[src/rtl/regfile_dump_reader_if.sv]
// Handshake and read-port bundle between the register dump reader and its
// environment (register file read port plus pair sink).
interface regfile_dump_reader_if #(
  parameter int AW = 5,
  parameter int DW = 32
);
  logic          start;
  logic          abort;
  logic          busy;
  logic          done;
  logic [AW-1:0] rd_addr;
  logic [DW-1:0] rd_data;
  logic          out_valid;
  logic          out_ready;
  logic [AW-1:0] out_idx;
  logic [DW-1:0] out_data;

  modport master (
    input  start, abort, rd_data, out_ready,
    output busy, done, rd_addr, out_valid, out_idx, out_data
  );

  modport slave (
    output start, abort, rd_data, out_ready,
    input  busy, done, rd_addr, out_valid, out_idx, out_data
  );
endinterface

[src/rtl/regfile_dump_reader.sv]
// Walks register file addresses through a read port and streams captured
// (index, data) pairs over a valid/ready handshake, one pair every two cycles.
module regfile_dump_reader #(
  parameter int NREGS     = 32,
  parameter int AW        = 5,
  parameter int DW        = 32,
  parameter int SKIP_ZERO = 1
) (
  input  logic                   clk,
  input  logic                   rst_n,
  regfile_dump_reader_if.master  bus
);
  localparam logic [AW-1:0] START_ADDR = (SKIP_ZERO != 0) ? AW'(1) : '0;
  localparam logic [AW-1:0] LAST_ADDR  = AW'(NREGS - 1);

  typedef enum logic [1:0] {IDLE, READ, HOLD, DONE} state_t;

  state_t        state_reg;
  logic [AW-1:0] idx_reg;
  logic [AW-1:0] out_idx_reg;
  logic [DW-1:0] out_data_reg;
  logic          out_valid_reg;
  logic          done_reg;
  logic          busy_reg;

  // Outputs are registered alongside the state so they are pure Moore decodes
  // with no path from out_ready.
  always_ff @(posedge clk or negedge rst_n) begin
    if (!rst_n) begin
      state_reg     <= IDLE;
      idx_reg       <= START_ADDR;
      out_idx_reg   <= '0;
      out_data_reg  <= '0;
      out_valid_reg <= 1'b0;
      done_reg      <= 1'b0;
      busy_reg      <= 1'b0;
    end else if (bus.abort) begin
      state_reg     <= IDLE;
      idx_reg       <= START_ADDR;
      out_valid_reg <= 1'b0;
      done_reg      <= 1'b0;
      busy_reg      <= 1'b0;
    end else begin
      case (state_reg)
        IDLE: begin
          idx_reg <= START_ADDR;
          if (bus.start) begin
            state_reg <= READ;
            busy_reg  <= 1'b1;
          end
        end
        READ: begin
          // The captured value is frozen here; later writes do not reach it.
          out_data_reg  <= bus.rd_data;
          out_idx_reg   <= idx_reg;
          out_valid_reg <= 1'b1;
          state_reg     <= HOLD;
        end
        HOLD: begin
          if (bus.out_ready) begin
            out_valid_reg <= 1'b0;
            if (idx_reg == LAST_ADDR) begin
              state_reg <= DONE;
              done_reg  <= 1'b1;
            end else begin
              idx_reg   <= idx_reg + AW'(1);
              state_reg <= READ;
            end
          end
        end
        DONE: begin
          // A start seen here is dropped; it must be re-asserted in IDLE.
          done_reg  <= 1'b0;
          busy_reg  <= 1'b0;
          idx_reg   <= START_ADDR;
          state_reg <= IDLE;
        end
        default: begin
          state_reg     <= IDLE;
          idx_reg       <= START_ADDR;
          out_valid_reg <= 1'b0;
          done_reg      <= 1'b0;
          busy_reg      <= 1'b0;
        end
      endcase
    end
  end

  assign bus.rd_addr   = idx_reg;
  assign bus.out_idx   = out_idx_reg;
  assign bus.out_data  = out_data_reg;
  assign bus.out_valid = out_valid_reg;
  assign bus.done      = done_reg;
  assign bus.busy      = busy_reg;
endmodule

[src/flat_wrapper.sv]
// flat-port wrapper written by rule: the top's interface ports become plain ports
module regfile_dump_reader_flat 
#(
  parameter int NREGS     = 32,
  parameter int AW        = 5,
  parameter int DW        = 32,
  parameter int SKIP_ZERO = 1
)
  (clk, rst_n, bus_start, bus_abort, bus_rd_data, bus_out_ready, bus_busy, bus_done, bus_rd_addr, bus_out_valid, bus_out_idx, bus_out_data);
  regfile_dump_reader_if #(.AW(AW), .DW(DW)) bus_i ();
  input  logic clk;
  input  logic rst_n;
  input wire logic [$bits(bus_i.start)-1:0] bus_start;
  input wire logic [$bits(bus_i.abort)-1:0] bus_abort;
  input wire logic [$bits(bus_i.rd_data)-1:0] bus_rd_data;
  input wire logic [$bits(bus_i.out_ready)-1:0] bus_out_ready;
  output wire logic [$bits(bus_i.busy)-1:0] bus_busy;
  output wire logic [$bits(bus_i.done)-1:0] bus_done;
  output wire logic [$bits(bus_i.rd_addr)-1:0] bus_rd_addr;
  output wire logic [$bits(bus_i.out_valid)-1:0] bus_out_valid;
  output wire logic [$bits(bus_i.out_idx)-1:0] bus_out_idx;
  output wire logic [$bits(bus_i.out_data)-1:0] bus_out_data;
  assign bus_i.start = bus_start;
  assign bus_i.abort = bus_abort;
  assign bus_i.rd_data = bus_rd_data;
  assign bus_i.out_ready = bus_out_ready;
  assign bus_busy = bus_i.busy;
  assign bus_done = bus_i.done;
  assign bus_rd_addr = bus_i.rd_addr;
  assign bus_out_valid = bus_i.out_valid;
  assign bus_out_idx = bus_i.out_idx;
  assign bus_out_data = bus_i.out_data;
  regfile_dump_reader #(.NREGS(NREGS), .AW(AW), .DW(DW), .SKIP_ZERO(SKIP_ZERO)) u_core (.clk(clk), .rst_n(rst_n), .bus(bus_i));
endmodule
[config.mk]
export PLATFORM = sky130hd
export DESIGN_NAME = regfile_dump_reader_flat
export DESIGN_NICKNAME = d
export VERILOG_FILES = /design/src/rtl/regfile_dump_reader_if.sv /design/src/rtl/regfile_dump_reader.sv /design/src/flat_wrapper.sv
export SDC_FILE = /design/constraint.sdc
export NUM_CORES = 1
export LEC_CHECK = 0
export CORE_MARGIN = 2
export CORE_UTILIZATION = 46
export DETAILED_ROUTE_END_ITERATION = 10
export GPL_TIMING_DRIVEN = 0
export PLACE_DENSITY = 0.85
export SYNTH_ARGS = -nofsm -noshare
export SYNTH_HDL_FRONTEND = slang
export SYNTH_SLANG_ARGS = --single-unit
[constraint.sdc]
create_clock -name clk -period 4.65 [get_ports clk]
set_clock_uncertainty 0.05 [all_clocks]
set_input_delay 1.1625 -clock clk [delete_from_list [all_inputs] [get_ports clk]]
set_output_delay 1.1625 -clock clk [all_outputs]
set_load 0.1 [all_outputs]
==> results.yml, run 1 <==
status:
  outcome: "finished clean"
cells_and_area:
  fill_cells: 293
  diodes: 0
  largest_register_ffs: 32
  final_core_util_pct: 69.96
  syn_to_final_growth_pct: 48.48
  seq_area_um2: 1177
  mostFrequentLayoutCell: "clkdlybuf4s50_1"
  final_nets: 276
  drive_gt1_share_pct: 24.36
  layout_common_cells: "clkdlybuf4s50_1, dfrtp_1, mux2_2"
  final_cells: 286
  multi_input_area_um2: 763.2
cts:
  cts_max_level: 2
  postCtsHoldBufs: 0
  clock_latency_ns: 0.29
  clock_sinks: 47
  cts-resized-gates: 0
  cts_tree: "yes"
  cts-root-buf: "clkbuf_8"
  postCtsSetupRepairBufs: 0
  clockBufferDepth: 2
  cts_inserted_buffers: 5
  clk_pin_slew_worst_paths_ns: 0.08
critical_path:
  slowest_delay_ns: 1.16
  crit_path_cell_trace: "clkdlybuf4s50_1"
  crit_path_top_delay_cell: "clkdlybuf4s50_1"
  cp-end-kind: "output pin"
  start_kind: "flop"
  r2r_start: "u_core.bus.rd_addr[0]"
  critPathLaunch: "u_core.bus.rd_addr[0]"
  cp_top_family: "buffers and inverters"
  critPathBufInv: 1
  cp_max_fo: 6
  required_ns: 3.44
  cp.arrival_ns: 2.06
  worstSetupPathType: "reg2out"
yosys:
  syn_nets: 188
  avgSynthCellArea_um2: 13.95
  synth_top_area_share_pct: 56.90
  syn-cell-area_um2: 2023
  synth_area_leader_cell: "dfrtp_1"
  yosysSeqAreaShare_pct: 58.19
  ys_types: 25
  ys_ff_latch: 47
  synth.area.top_cells: "dfrtp_1, mux2_2, ha_1, buf_6, nand2_1"
  synth_cells: 145
  ys_warn_count: 0
timing:
  slew_viol_final: 0
  whs_ns: 0.4577
  slew_headroom_pct: 33.07
  max_clock_freq_mhz: 305.7
  period_share_pct: 70.34
  finalSetupTns_ns: 0
  final-setup-viol-count: 0
  final_hold_viol_count: 0
  finalCriticalPeriod_ns: 3.271
  worst_pin_slew_ns: 1.001
  rsz0062_at_grt: "false"
placement:
  gp_congestion: 0.7338
  post-dp-hpwl_um: 3210
  numPortBuffers: 80
  placed_cells: 278
floorplanning:
  die_width_um: 70.32
  die-area_um2: 4945
  ios: 82
  initial_utilization_pct: 47.12
  die_h_um: 70.32
  placeableCoreArea_um2: 4294
  std_cell_rows: 24
global_routing:
  track_usage_pct: 18.57
  grt_max_degree: 38
  grt_pass1_wl_um: 7003
  grt_overflow: 0
  antenna_found_initial: 0
  grt_pass1_vias: 1467
drt:
  final_antenna_net_count: 0
  dr.first_iter.drc_count: 69
  num_vias: 1429
  wire_per_inst_um: 15.21
  routed_wl_um: 4349
  drc_errors: 0
  viasPerCell: 4.997
  dr.pass1.iters: 4
min_path:
  hp-start: "u_core.bus.out_data[13]"
  hold_path_class: "reg2reg"
run:
  cap_violations: 0
==> path summary, 6_finish.rpt <==
check | end | slack [ns] | cells past startpoint
worst min-delay path | u_core.bus.out_data[13] | 0.46 | 1
max in group asynchronous | u_core.bus.rd_addr[0] | 3.32 | 2
min in group asynchronous | u_core.bus.out_data[12] | 0.69 | 1
worst max register to register | u_core.bus.rd_addr[0] | 2.47 | 6
worst min register to register | u_core.bus.out_data[13] | 0.46 | 1
worst max-delay path | bus_rd_addr[0] | 1.38 | 1
==> layout make-up <==
type / count / area share (%)
Buffer: 6 / 2.249
Clock buffer: 8 / 3.332
Inverter: 4 / 0.4998
Multi-Input combinational cell: 88 / 25.41
Sequential cell: 47 / 39.19
Tap cell: 52 / 2.166
Timing Repair Buffer: 81 / 27.16
==> kinds of logic (layout without fill, tap and decap cells) <==
| logic type | Yosys count | after routing | synth area share [%] |
|---|---|---|---|
| buffers and inverters | 10 | 99 | 4.081 |
| muxes | 38 | 38 | 21.34 |
| AOI/OAI and AO/OA | 14 | 14 | 4.205 |
| xor gates and xnor gates | 1 | 1 | 0.4330 |
| adders and majority gates | 6 | 6 | 3.710 |
| and+or+nand+nor | 29 | 29 | 8.040 |
| DFF | 47 | 47 | 58.19 |
==> worst register-to-register path, stage by stage (launching register included) <==
cell	delay (ns)
dfstp_2	0.60
ha_1	0.19
and3_1	0.16
ha_1	0.24
and3b_4	0.25
nor3_4	0.29
mux2_4	0.33
==> synthesized netlist by cell type <==
master / number
a21boi_0: 2
a21o_1: 1
a21oi_1: 5
and2b_1: 1
and3_1: 2
and3b_4: 1
buf_6: 6
dfrtp_1: 46
dfstp_2: 1
ha_1: 6
inv_1: 4
mux2_2: 37
mux2_4: 1
nand2_1: 9
nand2b_1: 2
nand3_1: 2
nand3b_1: 1
nand4_1: 1
nor2_1: 4
nor2b_1: 3
nor3_1: 2
nor3_4: 1
o21ai_0: 5
o31ai_2: 1
xor2_1: 1
==> metrics by stage <==
step / worst slack [ns] / cell area, µm²
2_1_floorplan: 2.135 / 2023
5_1_grt: 1.351 / 3004
3_5_place_dp: 1.701 / 2904
4_1_cts: 1.370 / 3004
6_report: 1.379 / 3004
3_3_place_gp: 1.064 / 2889
==> routing by layer <==
metal,vias up,track usage [%],wire (µm)
li1,674,-,-
met1,686,22.83,1880
met2,59,29.98,2075
met3,10,5.772,289
met4,0,8.333,104
met5,-,0,0
Power of run 1 is not shown: default switching activity piles up to over one toggle a cycle in this logic, so the estimate is an artifact.
==> run 2: changes to the inputs <==
Settings changed: CORE_UTILIZATION 46 to 43, PLACE_DENSITY 0.85 to 0.8.
Clock period 4.65 ns to 3.1 ns, I/O delays scaled along.
==> results.yml, run 2 (synthesis results as in run 1) <==
timing:
  finalCriticalPeriod_ns: 2.859
  slew_viol_final: 0
  rsz0062_at_grt: "false"
  slew_headroom_pct: 32.43
  max_clock_freq_mhz: 349.8
  period_share_pct: 92.21
  worst_pin_slew_ns: 1.010
  final-setup-viol-count: 0
  final_hold_viol_count: 0
critical_path:
  required_ns: 2.27
  cp.arrival_ns: 2.03
  cp-end-kind: "output pin"
  cp_top_family: "buffers and inverters"
  slowest_delay_ns: 1.16
  worstSetupPathType: "reg2out"
  crit_path_cell_trace: "clkdlybuf4s50_1"
  critPathBufInv: 1
  start_kind: "flop"
  crit_path_top_delay_cell: "clkdlybuf4s50_1"
  cp_max_fo: 6
cts:
  postCtsSetupRepairBufs: 0
  cts_tree: "yes"
  cts_inserted_buffers: 5
  cts-resized-gates: 0
  cts-root-buf: "clkbuf_8"
  clockBufferDepth: 2
  cts_max_level: 2
  clock_sinks: 47
  postCtsHoldBufs: 0
  clock_latency_ns: 0.29
  clk_pin_slew_worst_paths_ns: 0.09
global_routing:
  track_usage_pct: 17.01
  grt_pass1_wl_um: 6720
  grt_overflow: 0
  antenna_found_initial: 0
  grt_max_degree: 38
  grt_pass1_vias: 1421
floorplanning:
  ios: 82
  placeableCoreArea_um2: 4444
  die_h_um: 72.60
  initial_utilization_pct: 45.52
  die_width_um: 72.60
  std_cell_rows: 24
  die-area_um2: 5270
cells_and_area:
  final_nets: 276
  mostFrequentLayoutCell: "clkdlybuf4s50_1"
  finish.instance_area_um2: 3022
  largest_register_ffs: 32
  drive_gt1_share_pct: 24.79
  diodes: 0
  layout_common_cells: "clkdlybuf4s50_1, dfrtp_1, mux2_2"
  syn_to_final_growth_pct: 49.35
placement:
  numPortBuffers: 80
  gp_congestion: 0.7719
  post-dp-hpwl_um: 3235
  dpl_cell_area_um2: 2904
drt:
  dr.pass1.iters: 4
  routed_wl_um: 4347
  wire_per_inst_um: 15.20
  final_antenna_net_count: 0
  dr.first_iter.drc_count: 65
  num_vias: 1383
  drc_errors: 0
  viasPerCell: 4.836
status:
  outcome: "finished clean"
min_path:
  hold_path_class: "in2async"
run:
  cap_violations: 0
run 2: stage by stage:
stage          util (%)  TNS (ns)  instances  hold WS (ns)  worst slack [ns]
2_1_floorplan         -         0        145        0.4294            0.5845
3_3_place_gp      65.01    -6.138        277        0.4370           -0.1356
3_5_place_dp      65.34         0        278        0.4444            0.5549
4_1_cts           67.99         0        286        0.2950            0.2240
5_1_grt           67.99         0        286        0.2831            0.2069
6_report          67.99         0        286        0.2910            0.2414
run 2: metal layers:
layer,global-route usage (%),vias to the layer above,wire length [µm]
li1,-,676,-
met2,26.16,55,1974
met3,4.558,5,291
met4,7.819,0,68
met5,0,-,0
met1,22.57,647,2013
run 2: cell type report:
cell class / count / area [µm²]
Fill cell: 343 / 1423
Sequential cell: 47 / 1177
Timing Repair Buffer: 81 / 815.8
Multi-Input combinational cell: 88 / 763.2
Clock buffer: 6 / 82.58
Buffer: 6 / 67.56
Tap cell: 52 / 65.06
Clock inverter: 2 / 35.03
Inverter: 4 / 15.01
run 2: final timing paths:
check	startpoint	end	slack, ns	depth (start not counted)
max	u_core.bus.rd_addr[0]	bus_rd_addr[0]	0.24	1
min	rst_n	u_core.bus.out_data[14]	0.29	1
max reg2reg	u_core.bus.rd_addr[0]	u_core.bus.rd_addr[0]	0.96	6
min reg2reg	u_core.bus.out_data[22]	u_core.bus.out_data[22]	0.46	1
max in group asynchronous	rst_n	u_core.bus.rd_addr[0]	2.15	2
min in group clk	u_core.bus.out_data[22]	u_core.bus.out_data[22]	0.46	1
Power of run 2 is left out for the same reason.
